<file path="src/rtl/reg_pkg.sv">
// Shared definitions for register readout blocks.
//   state_e : serial reader FSM states (IDLE, SHIFT, DONE), 2-bit encoding
//   REG_W   : default register word width
package reg_pkg;

  localparam int REG_W = 32;

  typedef enum logic [1:0] {
    IDLE  = 2'd0,
    SHIFT = 2'd1,
    DONE  = 2'd2
  } state_e;

endpackage

</file>
<file path="src/rtl/bit_down_counter.sv">
// Loadable down-counter that tracks which bit of a word is being read out.
// Ports:
//   clk        : clock, all updates on posedge
//   rst_n      : asynchronous active-low clear
//   load_i     : load load_val_i; takes priority over dec_i
//   load_val_i : value to load
//   dec_i      : decrement by one; saturates at zero
//   zero_o     : count is zero
module bit_down_counter #(
  parameter int CNT_W = 5
) (
  input  logic             clk,
  input  logic             rst_n,
  input  logic             load_i,
  input  logic [CNT_W-1:0] load_val_i,
  input  logic             dec_i,
  output logic             zero_o
);

  logic [CNT_W-1:0] cnt_q;
  logic [CNT_W-1:0] cnt_d;

  always_comb begin
    cnt_d = cnt_q;
    if (load_i) begin
      cnt_d = load_val_i;
    end else if (dec_i && (cnt_q != '0)) begin
      cnt_d = cnt_q - 1'b1;
    end
  end

  always_ff @(posedge clk or negedge rst_n) begin
    if (!rst_n) begin
      cnt_q <= '0;
    end else begin
      cnt_q <= cnt_d;
    end
  end

  assign zero_o = (cnt_q == '0);

endmodule

</file>
<file path="src/rtl/reg_serial_reader.sv">
// Captures a parallel register word and streams it out MSB-first, one bit
// per valid/ready transfer, then pulses done for one cycle.
// Ports:
//   clk        : clock
//   reset      : asynchronous active-low reset
//   d          : parallel word, sampled only at the capture edge
//   load_valid : capture request; load_ready : accepting captures (IDLE)
//   sout       : current serial bit; sout_valid : bit valid (SHIFT)
//   sout_ready : sink accepts the bit; sout_last : bit 0 of the word
//   done       : one-cycle pulse after the last transfer; busy : in SHIFT
module reg_serial_reader
  import reg_pkg::*;
#(
  parameter int WIDTH = REG_W,
  parameter int CNT_W = $clog2(WIDTH)
) (
  input  logic             clk,
  input  logic             reset,
  input  logic [WIDTH-1:0] d,
  input  logic             load_valid,
  output logic             load_ready,
  output logic             sout,
  output logic             sout_valid,
  input  logic             sout_ready,
  output logic             sout_last,
  output logic             done,
  output logic             busy
);

  localparam logic [CNT_W-1:0] CNT_TOP = CNT_W'(WIDTH - 1);

  state_e           state_q;
  state_e           state_d;
  logic [WIDTH-1:0] shreg_q;
  logic [WIDTH-1:0] shreg_d;
  logic             cnt_load;
  logic             cnt_dec;
  logic             cnt_zero;

  bit_down_counter #(
    .CNT_W (CNT_W)
  ) u_cnt (
    .clk        (clk),
    .rst_n      (reset),
    .load_i     (cnt_load),
    .load_val_i (CNT_TOP),
    .dec_i      (cnt_dec),
    .zero_o     (cnt_zero)
  );

  always_comb begin
    state_d  = state_q;
    shreg_d  = shreg_q;
    cnt_load = 1'b0;
    cnt_dec  = 1'b0;
    case (state_q)
      IDLE: begin
        if (load_valid) begin
          shreg_d  = d;
          cnt_load = 1'b1;
          state_d  = SHIFT;
        end
      end
      SHIFT: begin
        if (sout_ready) begin
          if (cnt_zero) begin
            state_d = DONE;
          end else begin
            shreg_d = shreg_q << 1;
            cnt_dec = 1'b1;
          end
        end
      end
      DONE:    state_d = IDLE;
      default: state_d = IDLE;
    endcase
  end

  always_ff @(posedge clk or negedge reset) begin
    if (!reset) begin
      state_q <= IDLE;
      shreg_q <= '0;
    end else begin
      state_q <= state_d;
      shreg_q <= shreg_d;
    end
  end

  // Every output is a decode of registered state. The shift register keeps
  // its last MSB after a word, so sout is gated to read 0 outside SHIFT.
  assign load_ready = (state_q == IDLE);
  assign sout_valid = (state_q == SHIFT);
  assign busy       = (state_q == SHIFT);
  assign done       = (state_q == DONE);
  assign sout       = (state_q == SHIFT) && shreg_q[WIDTH-1];
  assign sout_last  = (state_q == SHIFT) && cnt_zero;

endmodule

</file>
<file path="config.mk">
export PLATFORM = sky130hd
export DESIGN_NAME = reg_serial_reader
export DESIGN_NICKNAME = d
export VERILOG_FILES = /design/src/rtl/reg_pkg.sv /design/src/rtl/bit_down_counter.sv /design/src/rtl/reg_serial_reader.sv
export SDC_FILE = /design/constraint.sdc
export NUM_CORES = 1
export LEC_CHECK = 0
export ABC_AREA = 1
export ABC_CLOCK_PERIOD_IN_PS = 1500
export CAP_MARGIN = 25
export CORE_MARGIN = 2
export CORE_UTILIZATION = 27
export CTS_BUF_LIST = sky130_fd_sc_hd__clkbuf_8
export CTS_CLUSTER_SIZE = 28
export DETAILED_ROUTE_END_ITERATION = 12
export HOLD_SLACK_MARGIN = 0.08
export SYNTH_ARGS = -nofsm -noshare
export SYNTH_HDL_FRONTEND = slang
export SYNTH_SLANG_ARGS = --single-unit
</file>
<file path="constraint.sdc">
create_clock -name clk -period 1.5 [get_ports clk]
set_clock_uncertainty 0.1 [all_clocks]
set_input_delay 0.3 -clock clk [delete_from_list [all_inputs] [get_ports clk]]
set_output_delay 0.3 -clock clk [all_outputs]
set_load 0.02 [all_outputs]
</file>
==> results of run 1 <==
-- cells in the final DEF (no fill, tap or decap) --
master           instances
nand3_4                  1
clkinv_2                 1
buf_4                   19
dfrtp_2                  1
clkbuf_16                3
nand2_8                  3
nand2_1                119
clkdlybuf4s50_1         34
inv_8                    1
nand2_4                 17
inv_2                    3
buf_2                    1
or2_2                    1
buf_6                   11
nand2_2                 36
dfrtp_1                 38
buf_12                   6
buf_16                   1
nand3_1                 13
nor2_2                   1
nor2_8                   1
clkbuf_8                 6
buf_8                    1
nor2_4                   4
o211ai_1                 1
ha_4                     1
bufinv_16                1
nor2_1                   3
dlygate4sd3_1            1
nand3_2                 27
inv_1                    7
-- synth_stat cells --
cell type / number / area [sq um]
dfrtp_1: 39 / 976
nand2_4: 3 / 33.8
buf_1: 3 / 11.3
nand2_1: 172 / 646
inv_2: 2 / 7.51
nor2_1: 8 / 30.0
inv_1: 9 / 33.8
ha_1: 1 / 12.5
buf_4: 4 / 30.0
nor2_8: 1 / 20.0
buf_2: 7 / 35.0
nand3_1: 13 / 65.1
nand3_2: 28 / 280
or2_2: 1 / 6.26
o211ai_1: 1 / 7.51
buf_12: 4 / 80.1
-- report_power, final --
| part | switching [mW] | internal (mW) |
|---|---|---|
| clock | 0.378 | 0.539 |
| combinational | 1.68 | 1.44 |
| sequential | 0.304 | 1.49 |
| total | 2.36 | 3.48 |
-- cell families (layout without fill, tap and decap cells) --
| group | count (synthesis) | after routing | share of synthesized area |
|---|---|---|---|
| AND/OR/NAND/NOR | 226 | 226 | 0.475 |
| flip-flops | 39 | 39 | 0.429 |
| buffers and inverters | 29 | 96 | 0.0869 |
| adder cells (fa/ha/maj) | 1 | 1 | 0.00550 |
| AO/OA/AOI/OAI | 1 | 1 | 0.00330 |
-- routing by layer --
layer | track usage | share of wire
met2 | 0.214 | 0.52
met1 | 0.166 | 0.44
met4 | 0.0381 | 0.0067
met5 | 0 | 0
met3 | 0.0298 | 0.038
-- worst min-delay path, stage by stage (launching register included) --
cell and delay, ns:
dfrtp_1 0.34, nand2_1 0.05, nand2_1 0.05
-- path summary, 6_finish.rpt --
check,to,start,cells after the start
setup / recovery,sout_last,u_cnt.cnt_q[1],5
hold / removal,u_cnt.cnt_q[4],u_cnt.cnt_q[4],2
hold reg to reg,u_cnt.cnt_q[4],u_cnt.cnt_q[4],2
max in group asynchronous,state_q[0],reset,3
setup reg to reg,shreg_q[15],state_q[1],9
min in group asynchronous,shreg_q[6],reset,3
-- repair_timing --
action                     CTS  global route
gates cloned                 1             3
pin swaps                    5            18
hold endpoints to repair    39             0
setup endpoints to repair   42            43
gates resized for setup     48            86
buffers inserted             3             2
hold buffers                 1             0
-- area by class of cell --
cell class / count / area (sq um)
clock buffers: 6 / 82.6
clock inverters: 2 / 35.0
fillers: 829 / 4640
inverters: 11 / 48.8
multi-input cells: 228 / 1400
flip-flops and latches: 39 / 977
well taps: 105 / 131
repair buffers: 77 / 860
-- metrics by stage --
stage	instances	utilization	hold slack (ns)	setup WS, ns
2_1_floorplan	296	-	-0.0956	0.0149
3_3_place_gp	451	0.359	0.193	-0.326
3_5_place_dp	451	0.359	0.191	-0.355
4_1_cts	464	0.389	0.384	-0.145
5_1_grt	468	0.432	0.413	-0.198
6_report	468	0.432	0.374	-0.127
-- sequential cells by signal, summed over array words and instances, names as in the netlist --
signal and cells:
state_q 2, shreg_q 32, u_cnt.cnt_q 5
==> metrics.yaml, run 1 <==
min-delay-path-class: "reg -> reg"
detail_route.wl_per_cell_um: 12.8
worst_path_max_delay_cell: "dfrtp_1"
h-tree-depth: 2
grt_antenna_before_repair: 0
drv_cap: 0
failed_checks: "setup timing"
grt_start_max_net_pins: 40
timing.critical_path.required_ns: 1.10
final_critical_path_setup_slack_ns: -0.127
floorplan.die.height_um: 95.8
cellLeakagePower_nw: 1.82
tritoncts_clock_tree: "built"
report.power.total_mw: 5.84
insertion_delay_ns: 0.29
clockBufferDepth: 2
place_area_sq_um: 2940
1st_iter_drt_viols: 106
totalNegativeSetupSlack_ns: -1.68
ctsRootBufferMaster: "clkbuf_8"
drt-vias-per-instance: 4.44
worstPathBufferInverterCount: 2
rows: 33
finalWorstPathRequiredPeriod_ns: 1.63
timing.critical_path.max_delay_family: "flip-flops"
layout-area-overhead-vs-synth_pct: 55.3
syn_inst: 296
half_perimeter_wire_length_after_detailed_placement_um: 3740
crit_path_start_kind: "flip-flop"
gpl.final_weighted_congestion: 0.750
slew-limit-headroom: 0.841
worstSetupPathType: "reg -> out"
route.final.wire_length_um: 5980
max_clock_freq_mhz: 615
arrival_ns: 1.23
cp-end-kind: "output pin"
tritoncts_num_sinks: 39
boundaryPins: 42
timing.critical_path.cells: "inv_2 -> ha_4 -> nand3_4 -> nor2_4 -> buf_6"
cts_buffers: 5
timing_worst_slew_pin_value_ns: 0.238
drc_violations: 0
mappedNetlistNets: 333
layout.cell_area.non_filler_sq_um: 3530
route.antenna.remaining_nets: 0
grt_setup_unrepaired: "true"
timing.final.max_slew_violations: 0
yosys.cell_types.count: 16
worstPathMaxFanout: 2
num_antenna_cells: 0
port_buffers: 41
max-vdd-ir-drop_mv: 0.579
final_hold_viol_count: 0
floorplan.die.width_um: 95.8
report.final.setup_viol: 37
cellPowerDensity_nw_per_um2: 1650
clk_transition_reported_paths_ns: 0.08
post_route_cells_drive_above_1_share: 0.405
finish.net_count: 399
reg2reg_setup_slack_ns: -0.06
layout_worst_path_cycle_share: 1.08
synthesis.area_sq_um: 2270
floorplan.initialDensity: 0.278
syn_area_per_cell_sq_um: 7.68
synth_seq_cells: 39
outcome: "finished, violations left"
drt_pass1_iterations: 4
via_count: 2078
total_congestion_overflow: 0
core_area_sq_um: 8180
die_area_sq_um: 9170
ys.warnings.count: 0
gr_usage_total: 0.129
critical_path.max_stage_delay_ns: 0.39
first_pass_grt_wire_length_um: 9230
grt_pass1_vias: 1959
sequential_to_total_area_share_from_yosys_stat: 0.429
Note: power is estimated with default switching activity, not from simulation.
==> run 2, diff against run 1 <==
Settings changed: CTS_CLUSTER_DIAMETER from default to 50, GPL_ROUTABILITY_DRIVEN from default to 0, GPL_TIMING_DRIVEN from default to 0.
==> run 2 against run 1 <==
Compared with the run above:
- the flow still finishes with violations (setup timing)
- hold slack worse by 0.013 ns
- design area is 9.7% lower
- utilization is 4.2 points lower
- non-clock buffer count decreased by 2
- count of clock-buffer cells in the layout unchanged
- critical path depth unchanged
- register-to-register slack about the same
- clock power fell by 1%
- maximum frequency decreased by 1.0%
- first-iteration DRC count is 11% higher
==> metrics.yaml, run 2 (synthesized netlist as in run 1, its figures left out) <==
report.power.total_mw: 5.12
max-vdd-ir-drop_mv: 0.720
grt.met3_usage: 0.0399
floorplan.die.height_um: 95.8
drc_violations: 0
failed_checks: "setup timing"
crit_path_start_kind: "flip-flop"
half_perimeter_wire_length_after_detailed_placement_um: 3700
gr-max-usage-layer: "met2"
insertion_delay_ns: 0.29
drv_cap: 0
grt_start_max_net_pins: 25
gr-usage-met1: 0.156
finalCoreUtilization: 0.390
report.final.setup_viol: 40
total_congestion_overflow: 0
reg2reg_setup_slack_ns: -0.07
largest-register: "shreg_q"
grt_setup_unrepaired: "true"
final_critical_path_setup_slack_ns: -0.144
worstPathMaxFanout: 4
h-tree-depth: 2
max_clock_freq_mhz: 608
largest_register_ff_count: 32
layout_top_registers: "shreg_q x32, u_cnt.cnt_q x5, state_q x2"
drt-vias-per-instance: 4.23
final_hold_viol_count: 0
rows: 33
crit_start: "state_q[0]"
most-common-layout-cells: "172 x nand2_1, 37 x dfrtp_1, 34 x clkdlybuf4s50_1, 27 x nand3_2, 16 x buf_4"
floorplan.die.width_um: 95.8
core_area_sq_um: 8180
route.antenna.remaining_nets: 0
post_route_cells_drive_above_1_share: 0.255
clk_transition_reported_paths_ns: 0.08
clockBufferDepth: 2
min-delay-path-class: "in -> async"
drt_pass1_iterations: 4
gr_usage_total: 0.125
grt_antenna_before_repair: 0
cts_buffers: 5
cp-end-kind: "output pin"
route.final.wire_length_um: 5370
layout-area-overhead-vs-synth_pct: 40.2
finalWorstPathRequiredPeriod_ns: 1.64
num-fill-cells: 829
cellLeakagePower_nw: 1.65
tritoncts_clock_tree: "built"
first_pass_grt_wire_length_um: 8950
floorplan.initialDensity: 0.278
arrival_ns: 1.24
slew-limit-headroom: 0.733
worst_r2r_startpoint: "state_q[1]"
finish.net_count: 397
num_antenna_cells: 0
hold_ws_ns: 0.361
boundaryPins: 42
cellPowerDensity_nw_per_um2: 1610
timing.critical_path.required_ns: 1.10
ctsRootBufferMaster: "clkbuf_8"
port_buffers: 41
timing.final.max_slew_violations: 0
die_area_sq_um: 9170
tritoncts_num_sinks: 39
grt_pass1_vias: 1917
detail_route.wl_per_cell_um: 11.5
mostFrequentLayoutCell: "nand2_1"
outcome: "finished, violations left"
1st_iter_drt_viols: 118
worstSetupPathType: "reg -> out"
timing_worst_slew_pin_value_ns: 0.401
via_count: 1971
layout_worst_path_cycle_share: 1.10
routing_usage_on_met2: 0.205
[run 2: final timing paths]
kind,endpoint,depth (start not counted)
min,shreg_q[4],2
max in group asynchronous,state_q[0],3
max reg2reg,u_cnt.cnt_q[0],9
min reg2reg,u_cnt.cnt_q[4],2
max,sout_valid,5
min in group clk,u_cnt.cnt_q[4],2
[run 2: power by group]
| part | internal, mW | switching (mW) | total [mW] |
|---|---|---|---|
| clock | 0.538 | 0.369 | 0.907 |
| combinational | 1.12 | 1.29 | 2.41 |
| sequential | 1.49 | 0.312 | 1.81 |
[run 2: final cells by class]
type | count | area (sq um) | share of cell area
Multi-Input combinational cell | 228 | 1150 | 0.362
Sequential cell | 39 | 978 | 0.307
Timing Repair Buffer | 58 | 562 | 0.176
Buffer | 17 | 195 | 0.0612
Tap cell | 105 | 131 | 0.0412
Clock buffer | 6 | 82.6 | 0.0259
Inverter | 11 | 48.8 | 0.0153
Clock inverter | 2 | 35.0 | 0.0110
[run 2: routing by layer]
layer	vias to the layer above	wire length [um]
met5	-	0
met2	33	2520
met4	0	115
met3	9	298
met1	889	2430
li1	1040	-
[run 2: critical path, cell delays in order (launching register included)]
cell     delay, ns
dfrtp_2       0.46
nand2_8       0.12
inv_8         0.03
buf_8         0.12
buf_6         0.10
buf_6         0.12
[run 2: through the flow]
stage                     cell area (sq um)  setup WS (ns)  TNS, ns  instances
final                                  3190         -0.144    -1.93        466
after global routing                   3190         -0.184    -4.38        466
after CTS                              3170         -0.139    -1.57        465
after detailed placement               2830         -0.635   -11.19        443
after global placement                 2820          -1.02   -50.40        442
after floorplan                        2280         0.0149        0        296
[run 2: what timing repair did]
item	CTS	global route
setup endpoints to repair	38	43
buffers inserted	14	1
hold endpoints to repair	15	0
gates resized for setup	63	2
pin swaps	4	1
hold buffers	1	0
